**src/rtl/decrypt_depacker_pkg.sv**
```systemverilog
// Shared types for the byte-to-word depacker: lane count, keep-mask type and
// the packed word stored in the output FIFO.
// Optional feature macro: DEPACK_PARITY_EN adds a per-lane parity field to the
// stored word (40-bit FIFO entry instead of 36-bit).
package encrypt_config;

  localparam int WORD_BYTES = 4;
  localparam int DATA_W     = WORD_BYTES * 8;

  typedef logic [WORD_BYTES-1:0] keep_t;

  // Field order puts data in the low bits so the FIFO entry reads data-first.
  typedef struct packed {
`ifdef DEPACK_PARITY_EN
    keep_t             par;
`endif
    keep_t             keep;
    logic [DATA_W-1:0] data;
  } word_t;

  localparam int WORD_W = $bits(word_t);

  // Lane mask for a word holding 'cnt' bytes (0..4), lowest lanes first.
  function automatic keep_t keep_from_count(input logic [2:0] cnt);
    keep_t k;
    case (cnt)
      3'd1:    k = 4'b0001;
      3'd2:    k = 4'b0011;
      3'd3:    k = 4'b0111;
      3'd4:    k = 4'b1111;
      default: k = 4'b0000;
    endcase
    return k;
  endfunction

`ifdef DEPACK_PARITY_EN
  // Even parity per byte lane; lanes that carry no byte report 0.
  function automatic keep_t lane_parity(input logic [DATA_W-1:0] data,
                                        input keep_t             keep);
    keep_t p;
    p = '0;
    for (int n = 0; n < WORD_BYTES; n++) begin
      p[n] = keep[n] & (^data[8*n +: 8]);
    end
    return p;
  endfunction
`endif

endpackage

```
**src/rtl/decrypt_depacker_fifo.sv**
```systemverilog
// depack_fifo: first-word-fall-through word FIFO for the depacker.
// The head entry is visible on rdata whenever valid is high; rdata reads 0
// while empty so the depacker outputs are clean after reset.
// A push is taken when there is room or when a pop frees a slot in the same
// cycle; push_ok tells the caller whether the word was kept.
module depack_fifo #(
  parameter int DEPTH = 4,
  parameter int WIDTH = 36
) (
  input  logic                   clk,
  input  logic                   rst,
  input  logic                   push,
  input  logic [WIDTH-1:0]       wdata,
  output logic                   push_ok,
  input  logic                   pop,
  output logic [WIDTH-1:0]       rdata,
  output logic                   valid,
  output logic                   full,
  output logic [$clog2(DEPTH):0] level
);

  localparam int AW = $clog2(DEPTH);
  localparam logic [AW:0] FULL_LVL = (AW+1)'(DEPTH);

  logic [WIDTH-1:0] r_mem [DEPTH];
  logic [AW-1:0]    r_wr_ptr;
  logic [AW-1:0]    r_rd_ptr;
  logic [AW:0]      r_level;

  logic w_empty;
  logic w_full;
  logic w_pop;
  logic w_push;

  assign w_empty = (r_level == '0);
  assign w_full  = (r_level == FULL_LVL);
  assign w_pop   = pop && !w_empty;
  assign w_push  = push && (!w_full || w_pop);

  assign push_ok = w_push;
  assign valid   = !w_empty;
  assign full    = w_full;
  assign level   = r_level;
  assign rdata   = w_empty ? '0 : r_mem[r_rd_ptr];

  // Storage: write the tail slot on an accepted push. When full with a
  // simultaneous pop the tail slot equals the departing head slot.
  always_ff @(posedge clk or negedge rst) begin
    if (!rst) begin
      for (int i = 0; i < DEPTH; i++) begin
        r_mem[i] <= '0;
      end
    end else if (w_push) begin
      r_mem[r_wr_ptr] <= wdata;
    end
  end

  // Pointers wrap naturally at DEPTH (power of two); level tracks net change.
  always_ff @(posedge clk or negedge rst) begin
    if (!rst) begin
      r_wr_ptr <= '0;
      r_rd_ptr <= '0;
      r_level  <= '0;
    end else begin
      if (w_push) begin
        r_wr_ptr <= r_wr_ptr + 1'b1;
      end
      if (w_pop) begin
        r_rd_ptr <= r_rd_ptr + 1'b1;
      end
      case ({w_push, w_pop})
        2'b10:   r_level <= r_level + 1'b1;
        2'b01:   r_level <= r_level - 1'b1;
        default: r_level <= r_level;
      endcase
    end
  end

endmodule

```
**src/rtl/decrypt_depacker.sv**
```systemverilog
// decrypt_depacker: packs the decrypted byte stream into 32-bit words
// (first byte in [7:0]) and queues them in a FWFT FIFO for the consumer.
// A flush emits a partially filled word with a matching keep mask.
// Words completed while the FIFO is full are dropped and flagged on the
// sticky overflow output.
// Optional feature macro: DEPACK_PARITY_EN adds dout_par (per-lane parity).
module decrypt_depacker
  import encrypt_config::*;
#(
  parameter int DEPTH = 4
) (
  input  logic                   clk,
  input  logic                   rst,
  input  logic [7:0]             din,
  input  logic                   din_v,
  input  logic                   flush,
  input  logic                   ovf_clr,
  output logic [31:0]            dout,
  output logic [3:0]             dout_keep,
  output logic                   dout_v,
  input  logic                   dout_rdy,
  output logic                   full,
  output logic [$clog2(DEPTH):0] level,
  output logic                   overflow
`ifdef DEPACK_PARITY_EN
  ,
  output logic [3:0]             dout_par
`endif
);

  logic [1:0]        r_byte_idx;
  logic [DATA_W-1:0] r_asm;
  logic              r_overflow;

  logic [DATA_W-1:0] w_asm_next;
  logic [2:0]        w_count;
  logic              w_push;
  logic              w_push_ok;
  logic              w_drop;
  logic              w_pop;
  logic              w_valid;
  word_t             w_wr_word;
  word_t             w_rd_word;
  logic [WORD_W-1:0] w_rd_bits;

  // Byte count including this cycle's byte; 4 means a complete word.
  assign w_count = {1'b0, r_byte_idx} + {2'b00, din_v};

  // Drop the incoming byte into its lane; the flush path sees it too.
  always_comb begin
    w_asm_next = r_asm;
    if (din_v) begin
      w_asm_next[8*r_byte_idx +: 8] = din;
    end
  end

  assign w_push = (w_count == 3'd4) || (flush && (w_count != 3'd0));

  // Unused lanes are already zero because the assembly register is cleared
  // after every push.
  always_comb begin
    w_wr_word      = '0;
    w_wr_word.data = w_asm_next;
    w_wr_word.keep = keep_from_count(w_count);
`ifdef DEPACK_PARITY_EN
    w_wr_word.par  = lane_parity(w_asm_next, keep_from_count(w_count));
`endif
  end

  assign w_pop  = w_valid && dout_rdy;
  assign w_drop = w_push && !w_push_ok;

  depack_fifo #(
    .DEPTH (DEPTH),
    .WIDTH (WORD_W)
  ) u_fifo (
    .clk     (clk),
    .rst     (rst),
    .push    (w_push),
    .wdata   (w_wr_word),
    .push_ok (w_push_ok),
    .pop     (w_pop),
    .rdata   (w_rd_bits),
    .valid   (w_valid),
    .full    (full),
    .level   (level)
  );

  // Assembly register and lane index; both restart after any push, even a
  // dropped one, so the next byte always starts a fresh word.
  always_ff @(posedge clk or negedge rst) begin
    if (!rst) begin
      r_byte_idx <= '0;
      r_asm      <= '0;
    end else if (w_push) begin
      r_byte_idx <= '0;
      r_asm      <= '0;
    end else begin
      r_byte_idx <= w_count[1:0];
      r_asm      <= w_asm_next;
    end
  end

  // Sticky overflow: a drop wins over a same-cycle clear.
  always_ff @(posedge clk or negedge rst) begin
    if (!rst) begin
      r_overflow <= 1'b0;
    end else if (w_drop) begin
      r_overflow <= 1'b1;
    end else if (ovf_clr) begin
      r_overflow <= 1'b0;
    end
  end

  assign w_rd_word = w_rd_bits;
  assign dout      = w_rd_word.data;
  assign dout_keep = w_rd_word.keep;
  assign dout_v    = w_valid;
  assign overflow  = r_overflow;
`ifdef DEPACK_PARITY_EN
  assign dout_par  = w_rd_word.par;
`endif

endmodule

```
**config.mk**
```make
export PLATFORM = sky130hd
export DESIGN_NAME = decrypt_depacker
export DESIGN_NICKNAME = d
export VERILOG_FILES = /design/src/rtl/decrypt_depacker_pkg.sv /design/src/rtl/decrypt_depacker_fifo.sv /design/src/rtl/decrypt_depacker.sv
export SDC_FILE = /design/constraint.sdc
export NUM_CORES = 1
export LEC_CHECK = 0
export BUFFER_PORTS_ARGS = -buffer_cell sky130_fd_sc_hd__buf_2
export CORE_UTILIZATION = 40
export CTS_BUF_LIST = sky130_fd_sc_hd__clkbuf_8
export CTS_CLUSTER_DIAMETER = 40
export DETAILED_ROUTE_END_ITERATION = 12
export SLEW_MARGIN = 25
export SYNTH_ARGS = -nofsm -noshare
export SYNTH_HDL_FRONTEND = slang
export SYNTH_HIERARCHICAL = 1
export SYNTH_SLANG_ARGS = --single-unit
```
**constraint.sdc**
```tcl
create_clock -name clk -period 4.05 [get_ports clk]
set_clock_uncertainty 0.2 [all_clocks]
set_input_delay 1.0125 -clock clk [delete_from_list [all_inputs] [get_ports clk]]
set_output_delay 1.0125 -clock clk [all_outputs]
set_load 0.01 [all_outputs]
```
==> results.txt <==
outcome -> finished clean
RSZ-0062 raised after global routing -> false
I/O pins -> 56
leak pwr -> 4.86 nW
Overflow after GRT -> 0
Layout Nets -> 697
gpl congestion -> 0.767
critical path peak fanout -> 20
Reg2Reg Setup Slack -> 800 ps
Starting Density -> 0.412
Hold Worst Slack -> 309 ps
Max Cap Viol -> 0
post-route insts no fill -> 959
design area -> 9730 um2
crit end category -> output port
number of library cell types mapped by synthesis -> 39
share of cells above drive strength 1 -> 0.433
die span in y -> 150 um
half-perimeter wire length after placement -> 11.9 mm
post-synthesis sequential area ratio -> 0.532
Avg Cell Area, Syn -> 14.2 um2
Slew Viols, Final -> 0
Primary FF master, synth -> dfrtp_1
maximum vdd drop -> 0.286 mV
Core ar. -> 21,200 um2
TritonRoute pass-1 iters -> 5
critical path type -> flop to output port
Clock Sinks -> 186
worst hold path depth -> 2
CTS Buf Count -> 17
first-pass GRT wire length -> 31.2 mm
largest net degree at the start of global routing -> 76
CP arrival -> 2130 ps
routed vias/inst -> 5.39
fmax -> 0.299 GHz
total wire length -> 18.8 mm
setup violators final -> 0
number of hold buffers added after CTS -> 0
post-CTS sizing -> 0
Setup TNS -> 0 ps
Rows -> 53
Root Buffer -> clkbuf_8
placed cells -> 926
worst rel slew slack -> 0.515
clk_lat worst skew -> 470 ps
Synth Register Bits -> 186
area of placed instances -> 9320 um2
PD cells -> 522 nW/um2
clock-pin transition on the worst setup and hold timing paths -> 90 ps
clock period minus final worst setup slack -> 3340 ps
Starting DRT DRC Count -> 291
Longest Clk Path Bufs -> 2
vias in the first global route -> 5,750
htree depth -> 4
commonest non-fill, non-tap cell in the layout -> dfrtp_1
vias -> 5,165
Cells after Synth -> 614
min-delay worst type -> flop to flop
wire per inst -> 19.6 um
CTS tree -> built
post-route ant nets -> 0
synth warn -> 6
Setup Fix Bufs, Post-CTS -> 0
synthesized area -> 8750 um2
Post-Syn Nets -> 641
Tcrit/Tclk final -> 0.826
Total Routing Usage GR -> 0.184
WHS Endpoint -> r_asm[19]
Critical R2R Launch -> u_fifo/level[1]
die area -> 22,500 um2
number of port buffers -> 55
Final Core Density -> 0.459
Reg2Reg Depth -> 11
Synth-to-Final Area Change -> 11.3%
drt drc -> 0
critical path required time -> 2840 ps
most frequent cells in the layout -> dfrtp_1, mux2_2, buf_2
antenna violations before repair -> 2
FFs w/ async S/R, synth -> 1.00
Slew @ Worst Pin -> 727 ps
Hold Vio Cnt, Final -> 0
R2R Path End -> u_fifo/level[2]
min-delay src -> r_asm[19]
Post-synth EDFFs -> 0
chip width -> 150 um
CP startpoint kind -> flop
-- state kept, by name, indices dropped and copies added (netlist names) --
register	flops
overflow	1
r_asm	32
r_byte_idx	2
u_fifo/level	3
u_fifo/r_mem	144
u_fifo/r_rd_ptr	2
u_fifo/r_wr_ptr	2
-- cells in the mapped netlist (2+ instances only) --
master     count  share of area
a21oi_1       10         0.0057
nor2_1        13         0.0056
buf_4          4         0.0034
a22o_1         8         0.0080
and2_1        40          0.029
nor2b_1       14          0.010
buf_6         14          0.018
o2bb2ai_1      5         0.0050
nand3b_1       2         0.0017
nor2_2         5         0.0036
buf_2          6         0.0034
dfrtp_1      186           0.53
nand2_1       28          0.012
o21ai_0        2         0.0011
and4b_1        3         0.0034
clkbuf_1       8         0.0034
nand4_1        9         0.0064
mux4_2        36          0.093
xnor2_1        4         0.0040
xor2_1         3         0.0030
nand3_1        6         0.0034
inv_1         22         0.0094
ha_1          12          0.017
and3_1         6         0.0043
a32oi_1       10          0.010
mux2_2       145           0.19
-- power by group --
group          total, mW  internal, mW  switching, mW
Clock               1.30         0.631          0.670
Combinational       1.54         0.733          0.804
Sequential          2.24          2.10          0.144
Total               5.08          3.46           1.62
-- worst max-delay path by stage --
stage	from	endpoint	slack, ps	cells after the start
6_report	u_fifo/r_rd_ptr[0]	dout[1]	710	4
2_1_floorplan	din_v	u_fifo/level[2]	560	12
3_5_place_dp	din_v	u_fifo/level[2]	390	12
5_1_grt	u_fifo/r_rd_ptr[0]	dout[1]	550	4
3_3_place_gp	din_v	u_fifo/level[2]	460	12
4_1_cts	u_fifo/r_rd_ptr[0]	dout[1]	630	4
-- kinds of logic after synthesis --
logic type      Yosys count  synth area share
compound gates           35            0.0299
buf+inv                  55            0.0383
fa+ha+maj                13            0.0195
xor+xnor                  7           0.00701
mux                     182             0.281
simple gates            136            0.0926
flops                   186             0.532
-- metal layers --
metal	GRT usage	vias up	part of all wire
li1	-	2313	-
met1	0.244	2737	0.45
met3	0.0363	14	0.041
met4	0.0500	2	0.011
met2	0.306	99	0.50
met5	0	-	0.00069
-- cell type report --
| class | instances | area [um2] |
|---|---|---|
| multi-input cells | 373 | 3780 |
| well taps | 275 | 344 |
| clock buffers | 18 | 248 |
| diodes | 1 | 2.50 |
| inverters | 22 | 82.6 |
| clock inverters | 14 | 169 |
| flip-flops and latches | 186 | 4660 |
| fillers | 1902 | 11500 |
| repair buffers | 70 | 457 |
-- metrics by stage --
step	power, mW	setup WS, ps
finish	5.08	706
global route	5.38	550
CTS	5.16	629
detailed placement	3.85	388
global placement	3.80	455
floorplan	3.37	561
-- critical path, stage by stage, from the launching register on --
cell and delay (ps):
dfrtp_2 370, buf_4 380, mux4_2 570, and2_1 190, buf_2 140
No activity file was read; power rests on OpenSTA's default activity.
